File: config.mk
export PLATFORM = sky130hd
export DESIGN_NAME = lcd_timing_rx
export DESIGN_NICKNAME = d
export VERILOG_FILES = /design/src/rtl/lcd_rx_pkg.sv /design/src/rtl/sig_edge.sv /design/src/rtl/lcd_timing_rx.sv
export SDC_FILE = /design/constraint.sdc
export NUM_CORES = 1
export LEC_CHECK = 0
export ABC_AREA = 1
export BUFFER_PORTS_ARGS = -buffer_cell sky130_fd_sc_hd__buf_2
export CELL_PAD_IN_SITES_DETAIL_PLACEMENT = 2
export CELL_PAD_IN_SITES_GLOBAL_PLACEMENT = 2
export CORE_AREA = 2 2 187 134
export DETAILED_ROUTE_END_ITERATION = 16
export DIE_AREA = 0 0 189 136
export MAX_ROUTING_LAYER = met4
export PLACE_DENSITY = 0.85
export SLEW_MARGIN = 20
export SYNTH_ARGS = -nofsm -noshare
export SYNTH_HDL_FRONTEND = slang
export SYNTH_SLANG_ARGS = --single-unit
File: constraint.sdc
create_clock -name CLK -period 4.25 [get_ports CLK]
set_input_delay 0.425 -clock CLK [delete_from_list [all_inputs] [get_ports CLK]]
set_output_delay 0.425 -clock CLK [all_outputs]
set_load 0.1 [all_outputs]
File: src/rtl/lcd_rx_pkg.sv
// Shared types and constants for the RGB565 LCD timing receiver.
// Holds the controller states, default counter widths and the checksum step.
package lcd_rx_pkg;

    typedef enum logic {
        SEEK  = 1'b0,
        FRAME = 1'b1
    } state_t;

    localparam int DEF_XW = 11;
    localparam int DEF_YW = 10;

    localparam int R_W   = 5;
    localparam int G_W   = 6;
    localparam int B_W   = 5;
    localparam int RGB_W = R_W + G_W + B_W;

    localparam logic [RGB_W-1:0] CRC_SEED = '0;

    // Rotate-left-by-one then fold in the pixel.
    function automatic logic [RGB_W-1:0] crc_step(input logic [RGB_W-1:0] crc,
                                                  input logic [RGB_W-1:0] rgb);
        return {crc[RGB_W-2:0], crc[RGB_W-1]} ^ rgb;
    endfunction

endpackage

File: src/rtl/sig_edge.sv
// Registers one timing pin, normalises it to an active-high level and
// reports single-cycle assert (rise) and deassert (fall) pulses.
module sig_edge #(
    parameter bit POL = 1'b1
) (
    input  logic clk,
    input  logic rst,
    input  logic pin,
    output logic level,
    output logic rise,
    output logic fall
);

    logic prev;

    // NOTE: sequential state uses <= so every register samples pre-edge values.
    always_ff @(posedge clk) begin
        if (rst) begin
            level <= 1'b0;
            prev  <= 1'b0;
        end else begin
            level <= pin ^ ~POL;
            prev  <= level;
        end
    end

    assign rise = level & ~prev;
    assign fall = ~level & prev;

endmodule

File: src/rtl/lcd_timing_rx.sv
// Receive-side monitor for a DE/HSYNC/VSYNC RGB565 LCD stream: pixel
// coordinates, measured geometry, per-frame checksum and lock/error status.
module lcd_timing_rx
    import lcd_rx_pkg::*;
#(
    parameter bit HS_POL      = 1'b0,
    parameter bit VS_POL      = 1'b0,
    parameter int XW          = DEF_XW,
    parameter int YW          = DEF_YW,
    parameter int LOCK_FRAMES = 2
) (
    input  logic             CLK,
    input  logic             RESET,
    input  logic             LCD_DE,
    input  logic             LCD_HSYNC,
    input  logic             LCD_VSYNC,
    input  logic [R_W-1:0]   LCD_R,
    input  logic [G_W-1:0]   LCD_G,
    input  logic [B_W-1:0]   LCD_B,
    output logic             PIX_VALID,
    output logic [XW-1:0]    PIX_X,
    output logic [YW-1:0]    PIX_Y,
    output logic [RGB_W-1:0] PIX_RGB,
    output logic [XW-1:0]    H_ACTIVE,
    output logic [YW-1:0]    V_ACTIVE,
    output logic [YW-1:0]    V_TOTAL,
    output logic [RGB_W-1:0] FRAME_CRC,
    output logic [7:0]       FRAME_CNT,
    output logic             FRAME_DONE,
    output logic             LOCKED,
    output logic             ERR_GEOM
);

    localparam int            MW       = $clog2(LOCK_FRAMES + 1);
    localparam logic [MW-1:0] LOCK_LVL = MW'(LOCK_FRAMES);

    logic de, de_rise, de_fall;
    logic hs_level, hs_rise, hs_fall;
    logic vs_level, vs_rise, vs_fall;
    logic unused_edges;

    sig_edge #(.POL(1'b1)) u_de (
        .clk(CLK), .rst(RESET), .pin(LCD_DE),
        .level(de), .rise(de_rise), .fall(de_fall)
    );

    sig_edge #(.POL(HS_POL)) u_hs (
        .clk(CLK), .rst(RESET), .pin(LCD_HSYNC),
        .level(hs_level), .rise(hs_rise), .fall(hs_fall)
    );

    sig_edge #(.POL(VS_POL)) u_vs (
        .clk(CLK), .rst(RESET), .pin(LCD_VSYNC),
        .level(vs_level), .rise(vs_rise), .fall(vs_fall)
    );

    assign unused_edges = ^{de_rise, hs_level, hs_fall, vs_level, vs_fall};

    logic [RGB_W-1:0] rgb_q;

    always_ff @(posedge CLK) begin
        if (RESET) rgb_q <= '0;
        else       rgb_q <= {LCD_R, LCD_G, LCD_B};
    end

    state_t           state;
    logic [XW-1:0]    x, wref;
    logic [YW-1:0]    y, hcnt;
    logic             mism;
    logic             have_prev;
    logic [RGB_W-1:0] crc;
    logic [MW-1:0]    match;

    logic             in_frame, run, pix, close, line_end, x_max;
    logic             mism_end, geom_same, frame_err;
    logic [XW-1:0]    wref_end, x_base, wref_base;
    logic [YW-1:0]    y_end, y_base, hcnt_base;
    logic             mism_base;
    logic [RGB_W-1:0] crc_base;
    logic [MW-1:0]    match_next;

    // A line end coinciding with VSYNC still belongs to the closing frame
    // (the *_end values); a pixel or HSYNC in that cycle starts the new one.
    // NOTE: always_comb assigns every output up front, so no latch can be inferred.
    always_comb begin
        in_frame  = (state == FRAME);
        run       = in_frame | vs_rise;
        pix       = run & de;
        close     = in_frame & vs_rise;
        line_end  = in_frame & de_fall;

        wref_end  = (line_end && y == '0) ? x : wref;
        mism_end  = mism | (line_end && y != '0 && x != wref);
        y_end     = y + YW'(line_end);

        x_base    = (vs_rise || de_fall || hs_rise) ? '0 : x;
        y_base    = vs_rise ? '0 : y_end;
        wref_base = vs_rise ? '0 : wref_end;
        mism_base = vs_rise ? 1'b0 : mism_end;
        hcnt_base = (vs_rise ? '0 : hcnt) + YW'(hs_rise);
        crc_base  = vs_rise ? CRC_SEED : crc;
        x_max     = &x_base;

        frame_err = (y_end == '0) || mism_end;
        geom_same = have_prev && (wref_end == H_ACTIVE) &&
                    (y_end == V_ACTIVE) && (hcnt == V_TOTAL);

        match_next = '0;
        if (!frame_err && geom_same)
            match_next = (match == LOCK_LVL) ? match : match + MW'(1);
    end

    always_ff @(posedge CLK) begin
        if (RESET) begin
            state      <= SEEK;
            x          <= '0;
            y          <= '0;
            wref       <= '0;
            hcnt       <= '0;
            mism       <= 1'b0;
            crc        <= CRC_SEED;
            match      <= '0;
            have_prev  <= 1'b0;
            PIX_VALID  <= 1'b0;
            PIX_X      <= '0;
            PIX_Y      <= '0;
            PIX_RGB    <= '0;
            H_ACTIVE   <= '0;
            V_ACTIVE   <= '0;
            V_TOTAL    <= '0;
            FRAME_CRC  <= '0;
            FRAME_CNT  <= '0;
            FRAME_DONE <= 1'b0;
            LOCKED     <= 1'b0;
            ERR_GEOM   <= 1'b0;
        end else begin
            FRAME_DONE <= close;
            PIX_VALID  <= pix;

            if (pix) begin
                PIX_X   <= x_base;
                PIX_Y   <= y_base;
                PIX_RGB <= rgb_q;
                if (x_max) ERR_GEOM <= 1'b1;
            end

            if (run) begin
                x    <= (pix && !x_max) ? x_base + XW'(1) : x_base;
                y    <= y_base;
                wref <= wref_base;
                mism <= mism_base;
                hcnt <= hcnt_base;
                crc  <= pix ? crc_step(crc_base, rgb_q) : crc_base;
            end

            if (close) begin
                H_ACTIVE  <= wref_end;
                V_ACTIVE  <= y_end;
                V_TOTAL   <= hcnt;
                FRAME_CRC <= crc;
                FRAME_CNT <= FRAME_CNT + 8'd1;
                match     <= match_next;
                LOCKED    <= (match_next == LOCK_LVL);
                have_prev <= 1'b1;
                if (frame_err) ERR_GEOM <= 1'b1;
            end

            if (vs_rise) state <= FRAME;
        end
    end

endmodule

==> run_results.csv, run 1 <==
group,metric,value,unit
routing,drc,0,
critical_path,crit_chain,"inv_2 > nor2_4 > ha_1 > ha_1 > nand2_1 > nor2_1 > nand2_1 > nand2_1 > inv_1 > nand2_1 > nand3_1 > nor3_1 > nand3_1 > nor2_2 > nand4_1 > a21oi_1",
cells_and_area,ff_latch_area,3620,um^2
critical_path,worstSetupEndpointType,"register",
logic_synthesis,yosysWarnings,0,
placement,dp_hpwl,20100,um
cts,post_cts_buffers,0,
logic_synthesis,async_reset_ff_frac,0,
logic_synthesis,synth_top_family_by_area,"simple AND/OR/NAND/NOR gates",
logic_synthesis,synth_top_area_frac,0.450,
outcome,outcome,"complete, no violations",
critical_path,timing.rr.start,"in_frame$_SDFFE_PP0P_",
logic_synthesis,ys.flop_type,"dfxtp_1",
logic_synthesis,synth_seq_cells,181,
cts,h-tree-depth,4,
routing,firstDrtPassIters,4,
logic_synthesis,syn_avg_cell_area,6.99,um^2
logic_synthesis,syn_area,8050,um^2
logic_synthesis,synth.area.top_cells,"dfxtp_1 45%, nand2_1 11%, nor2_1 7.7%, inv_1 6.8%, o21ai_0 5.3%",
routing,via_count,7973,
placement,place_area,8880,um^2
logic_synthesis,yosys.area_share.adder,0.0109,
routing,wire_per_inst,18.3,um
timing,min_period,3.20,ns
critical_path,path_delay_family,"simple AND/OR/NAND/NOR gates",
routing,detail-route-antenna-nets,0,
die,die_w,189,um
cells_and_area,diodes,0,
critical_path,crit_buf_inv,2,
logic_synthesis,syn_nets,1179,
critical_path,crit_end,"LOCKED$_SDFFE_PP0P_",
placement,pre_cts_ws,1.10,ns
power_and_ir_drop,p_leak,4.43,nW
placement,place_congestion,0.819,
power_and_ir_drop,power-per-cell-area,412,nW/um^2
cells_and_area,drive_gt1_frac,0.146,
placement,port_buffers,116,
power_and_ir_drop,sw_frac_of_total,0.297,
die,dieArea,25700,um^2
cts,cts_root_buf,"clkbuf_16",
logic_synthesis,yosysSeqAreaShare,0.450,
logic_synthesis,yosysTopAreaCell,"dfxtp_1",
power_and_ir_drop,clkPwrFrac,0.439,
cells_and_area,multiInputGateArea,3640,um^2
critical_path,crit_start,"in_frame$_SDFFE_PP0P_",
critical_path,rrSetupSlack,1.05,ns
cells_and_area,fillers,2900,
job,cap_violations,0,
cts,clock_latency,0.46,ns
routing,via_per_inst,5.04,
timing,fin_ws,1.05,ns
cts,holdBufCountCts,0,
global_routing,grt_overflow_total,0,
logic_synthesis,synth_xor_area_frac,0.0316,
timing,min_period_over_period,0.752,
global_routing,grt_pass1_wl,46600,um
die,fp.dieH,136,um
die,core_area,24100,um^2
power_and_ir_drop,intPower,0.00275,W
critical_path,slowest_stage,"dfxtp_1",
cts,cts_sinks,181,
cts,cts_tree,"built",
critical_path,cp_max_fo,16,
cts,cts_made_buffers,17,
power_and_ir_drop,pwr-share-comb,0.110,
cts,cts-root-to-sink-buffers,2,
global_routing,grtUsageTotal,0.238,
cts,clkTransAtPathRegs,0.07,ns
cells_and_area,syn2layout_area_growth,18.1,%
hold_path,hold_path_class,"in -> reg",
timing,slew_headroom,0.540,
cells_and_area,layout_commonest_cell,"nand2_1",
power_and_ir_drop,switchingPower,0.00116,W
timing,finClkSkew,0.0140,ns
timing,rsz0062_at_grt,"no",
critical_path,worstSetupPathDepth,16,
power_and_ir_drop,power,0.00392,W
critical_path,crit_arrival,3.58,ns
die,initial_core_util,0.334,
critical_path,critPathMostFrequentCell,"nand2_1",
routing,drtIter0Drc,411,
logic_synthesis,ys_types,37,
die,rows,48,
critical_path,cp_data_required_time,4.64,ns
routing,finalWirelength,28900,um
critical_path,slowest_delay,0.41,ns
power_and_ir_drop,seqPwrFrac,0.451,
timing,clock.fmax,0.313,GHz
critical_path,cp-start-kind,"register",
critical_path,crit_type,"reg -> reg",
cts,postCtsResizedCells,0,
logic_synthesis,synth-edff-count,0,
timing,slew_violations,0,
global_routing,grt_max_degree,53,
logic_synthesis,postSynthCellCount,1151,
logic_synthesis,synth_mux_area_frac,0,
global_routing,grt_antenna_before_repair,0,
critical_path,r2r_end,"LOCKED$_SDFFE_PP0P_",
power_and_ir_drop,ir_worst_vdd,0.000294,V
cells_and_area,fin_area,9500,um^2
timing,hold_viol_final,0,
cells_and_area,nets,1271,
timing,setup_violations,0,
die,boundaryPins,117,
logic_synthesis,synth_compound_area_frac,0.121,
global_routing,grt_pass1_vias,8657,
cells_and_area,final_cell_mix,"242 x nand2_1, 181 x dfxtp_1, 165 x nor2_1, 144 x inv_1, 115 x buf_2",
timing,worst_pin_slew,0.687,ns
logic_synthesis,synthSimpleGateAreaFrac,0.288,
critical_path,reg2reg_depth,16,
timing,fin_tns_setup,0,ns
==> power groups by stage <==
stage | sequential [W] | clock (W) | combinational [W]
floorplan | 0.00199 | 0 | 0.000143
global placement | 0.00181 | 0 | 0.000419
detailed placement | 0.00181 | 0 | 0.000428
CTS | 0.00177 | 0.00175 | 0.000434
global route | 0.00177 | 0.00182 | 0.000461
finish | 0.00177 | 0.00172 | 0.000429
==> state kept, by name, summed over array words and instances (netlist names), 2 cells and up <==
register / flops
V_TOTAL: 10
PIX_RGB: 16
FRAME_CNT: 8
hcnt: 10
rgb_q: 16
H_ACTIVE: 11
y: 10
FRAME_CRC: 16
match: 2
wref: 11
PIX_X: 11
PIX_Y: 10
x: 11
crc: 16
V_ACTIVE: 10
==> kinds of logic (layout without fill, tap and decap cells) <==
| kind of cell | count (synthesis) | after routing |
|---|---|---|
| compound gates | 187 | 187 |
| xor+xnor | 29 | 29 |
| fa+ha+maj | 7 | 7 |
| buf+inv | 204 | 309 |
| flops | 181 | 181 |
| simple gates | 543 | 543 |
==> worst reg2reg max path, delay by kind of cell (launching register included) <==
kind	cells	cell delay, ns
adders and majority gates	2	0.56
buffers and inverters	2	0.20
DFF	1	0.41
AOI/OAI and AO/OA	1	0.13
and+or+nand+nor	11	1.84
==> Yosys cell counts, drive strengths merged, types with 2 or more instances <==
cell and n:
a21oi 79, a31oi 2, and3 2, buf 17, clkbuf 33, dfxtp 181
ha 7, inv 153, nand2 250, nand3 77, nand4 22, nor2 174
nor3 13, nor3b 2, nor4 3, o211ai 2, o21a 2, o21ai 88
o22ai 10, xnor2 17, xor2 12
==> metrics by stage <==
step / cells / utilization / hold slack, ns
3_5_place_dp: 1549 / 0.369 / 0.450
5_1_grt: 1581 / 0.395 / 0.121
4_1_cts: 1581 / 0.395 / 0.106
3_3_place_gp: 1549 / 0.369 / 0.422
2_1_floorplan: 1151 / - / 0.411
6_report: 1581 / 0.395 / 0.122
==> routing by layer <==
layer | track usage | wire (um) | vias to the layer above | part of all wire
li1 | - | - | 3828 | -
met1 | 0.302 | 13500 | 3986 | 0.47
met5 | - | 0 | - | 0
met2 | 0.399 | 14000 | 126 | 0.48
met3 | 0.0374 | 1110 | 33 | 0.038
met4 | 0.0603 | 331 | 0 | 0.011
==> how the worst min path moves through the flow <==
stage          slack (ns)                        end                      start  cells past startpoint
4_1_cts              0.11      u_vs.level$_SDFF_PP0_                  LCD_VSYNC                      2
6_report             0.12      u_vs.level$_SDFF_PP0_                  LCD_VSYNC                      2
5_1_grt              0.12      u_vs.level$_SDFF_PP0_                  LCD_VSYNC                      2
2_1_floorplan        0.41       u_hs.prev$_SDFF_PP0_      u_hs.level$_SDFF_PP0_                      2
3_3_place_gp         0.42       u_hs.prev$_SDFF_PP0_      u_hs.level$_SDFF_PP0_                      2
3_5_place_dp         0.45  FRAME_CNT[7]$_SDFFE_PP0P_  FRAME_CNT[7]$_SDFFE_PP0P_                      1
==> final cells by class <==
| class | instances | share of cell area |
|---|---|---|
| flip-flops and latches | 181 | 0.381 |
| repair buffers | 123 | 0.0669 |
| inverters | 154 | 0.0608 |
| well taps | 325 | 0.0428 |
| multi-input cells | 766 | 0.383 |
| clock inverters | 15 | 0.0201 |
| clock buffers | 17 | 0.0448 |
Note: power is estimated with default switching activity, not from simulation.
==> run 2, diff against run 1 <==
Settings changed: ABC_AREA 1 to 0, CORE_AREA 2 2 187 134 to 2 2 194 139, DIE_AREA 0 0 189 136 to 0 0 196 141, PLACE_DENSITY 0.85 to 0.77.
Clock period 4.25 ns to 2.8 ns, I/O delays scaled along.
==> run 2 against run 1 <==
Power rose by 44%. Synthesized cell count is 17% lower. Flip-flop and latch count unchanged. Clock skew down 0.0039 ns. Fmax rose by 21%. Die area rose by 7.5%. First-iteration DRC count fell by 12%. Worst setup slack got worse by 0.89 ns. Sequential power grew 50%.
==> run_results.csv, run 2 <==
group,metric,value,unit
hold_path,hold_path_class,"in -> reg",
logic_synthesis,postSynthCellCount,950,
logic_synthesis,synth_seq_cells,181,
logic_synthesis,syn_nets,978,
die,core_area,26000,um^2
logic_synthesis,ys_types,56,
routing,via_per_inst,5.05,
routing,wl_met1,13500,um
cells_and_area,fin_area,9610,um^2
cells_and_area,layout_commonest_cell,"dfxtp_1",
global_routing,grt_pass1_vias,7504,
routing,top_layer,"met4",
power_and_ir_drop,p_leak,3.92,nW
timing,worst_pin_slew,0.898,ns
timing,clock.fmax,0.380,GHz
critical_path,crit_arrival,3.00,ns
logic_synthesis,async_reset_ff_frac,0,
power_and_ir_drop,power-per-cell-area,588,nW/um^2
routing,wire_per_inst,19.2,um
cells_and_area,syn2layout_area_growth,21.6,%
die,die_w,196,um
cts,cts-root-to-sink-buffers,2,
logic_synthesis,synth_common_cells,"181 x dfxtp_1, 145 x nand2_1, 138 x nor2_1",
routing,finalWirelength,27000,um
logic_synthesis,synth.area.top_cells,"dfxtp_1 46%, nand2_1 6.9%, nor2_1 6.6%, a21oi_1 5.1%, xor2_1 4.8%",
timing,fin_tns_setup,0,ns
routing,firstDrtPassIters,4,
placement,place_area,8940,um^2
global_routing,grt_pass1_wl,43100,um
routing,drc,0,
placement,pre_cts_ws,0.0391,ns
logic_synthesis,synth_top_area_frac,0.458,
routing,detail-route-antenna-nets,0,
global_routing,grt_max_degree,47,
job,cap_violations,0,
cts,cts_root_buf,"clkbuf_16",
critical_path,cp-start-kind,"register",
cells_and_area,drive_gt1_frac,0.188,
cells_and_area,final_cell_mix,"181 x dfxtp_1, 145 x nand2_1, 137 x nor2_1, 115 x buf_2, 80 x a21oi_1",
timing,slew_headroom,0.401,
timing,finClkSkew,0.0101,ns
die,initial_core_util,0.304,
die,boundaryPins,117,
logic_synthesis,synth.most_common_cell,"dfxtp_1",
cells_and_area,post-route-util,0.369,
power_and_ir_drop,power,0.00565,W
critical_path,cp_data_required_time,3.17,ns
cts,cts_tree,"built",
routing,route.met3.wl,1230,um
cts,cts_sinks,181,
power_and_ir_drop,ir_worst_vdd,0.000451,V
cells_and_area,nets,1086,
routing,via_count,7119,
cts,h-tree-depth,4,
logic_synthesis,syn_area,7910,um^2
timing,fin_ws,0.168,ns
cts,cts_made_buffers,17,
timing,hold_viol_final,0,
timing,setup_violations,0,
logic_synthesis,syn_avg_cell_area,8.32,um^2
critical_path,worstSetupEndpointType,"register",
logic_synthesis,ys.flop_type,"dfxtp_1",
logic_synthesis,synth-edff-count,0,
cts,clock_latency,0.44,ns
logic_synthesis,yosysTopAreaCell,"dfxtp_1",
critical_path,crit_type,"reg -> reg",
die,rows,50,
placement,port_buffers,116,
global_routing,grt_overflow_total,0,
die,fp.dieH,141,um
routing,drtIter0Drc,363,
routing,dr_wl_met2,12100,um
timing,slew_violations,0,
outcome,outcome,"complete, no violations",
placement,place_congestion,0.848,
global_routing,grtUsageTotal,0.207,
logic_synthesis,yosysWarnings,0,
timing,min_period,2.63,ns
die,dieArea,27600,um^2
logic_synthesis,yosysSeqAreaShare,0.458,
critical_path,cp_max_fo,5,
cts,clkTransAtPathRegs,0.08,ns
timing,min_period_over_period,0.940,
global_routing,grt_antenna_before_repair,2,
placement,dp_hpwl,19600,um
==> run 2: final timing paths <==
| path | startpoint | to | slack [ns] | cells after the start |
|---|---|---|---|---|
| worst min register to register | PIX_RGB[12]$_SDFFE_PP0P_ | PIX_RGB[12]$_SDFFE_PP0P_ | 0.46 | 2 |
| worst max-delay path | u_de.level$_SDFF_PP0_ | LOCKED$_SDFFE_PP0P_ | 0.17 | 10 |
| worst min-delay path | LCD_R[2] | rgb_q[13]$_SDFF_PP0_ | 0.04 | 2 |
| worst max register to register | u_de.level$_SDFF_PP0_ | LOCKED$_SDFFE_PP0P_ | 0.17 | 10 |
==> run 2: cells by family after synthesis <==
group           after synthesis  synth area share
simple gates                416             0.246
flops                       181             0.458
compound gates              179             0.141
buf+inv                      80            0.0421
xor+xnor                     70            0.0794
mux                          17            0.0215
fa+ha+maj                     7            0.0111
==> run 2: metal layers <==
| metal | GRT usage | up-vias |
|---|---|---|
| li1 | - | 3449 |
| met1 | 0.282 | 3539 |
| met2 | 0.318 | 116 |
| met3 | 0.0407 | 15 |
| met4 | 0.0443 | 0 |
| met5 | - | - |
==> run 2: where the power goes <==
part           switching, W  total, W  internal (W)
combinational      0.000306  0.000414      0.000108
clock               0.00112   0.00258       0.00147
sequential        0.0000399   0.00265       0.00261
==> run 2: repair_timing <==
action                     4_1_cts  5_1_grt
resized for setup                1        6
hold buffers                     2        0
gates cloned                     0        0
setup endpoints to repair        1        4
buffers inserted                 0        1
hold endpoints to repair         2        0
pin swaps                        0        1
==> run 2: area by class of cell <==
type,count,area [um^2]
clock buffer,19,453
fill,2993,16400
clock inverter,12,166
tap,338,423
antenna,1,2.50
multi-input combinational,689,3990
sequential,181,3620
inverter,13,48.8
timing repair buffer,156,901
==> run 2: critical path: stages, from the launching register on <==
cell and delay, ns:
dfxtp_1 0.34, and3b_1 0.31, ha_1 0.25, ha_2 0.33
xor2_1 0.16, nor4_2 0.26, o311a_1 0.20, nand4_1 0.19
nor4_4 0.24, nand4b_1 0.13, o21ai_1 0.14
==> run 2: metrics by stage <==
stage | std cells | hold WS, ns
2_1_floorplan | 950 | 0.352
3_3_place_gp | 1374 | 0.442
3_5_place_dp | 1374 | 0.449
4_1_cts | 1407 | 0.0173
5_1_grt | 1409 | 0.0331
6_report | 1409 | 0.0355
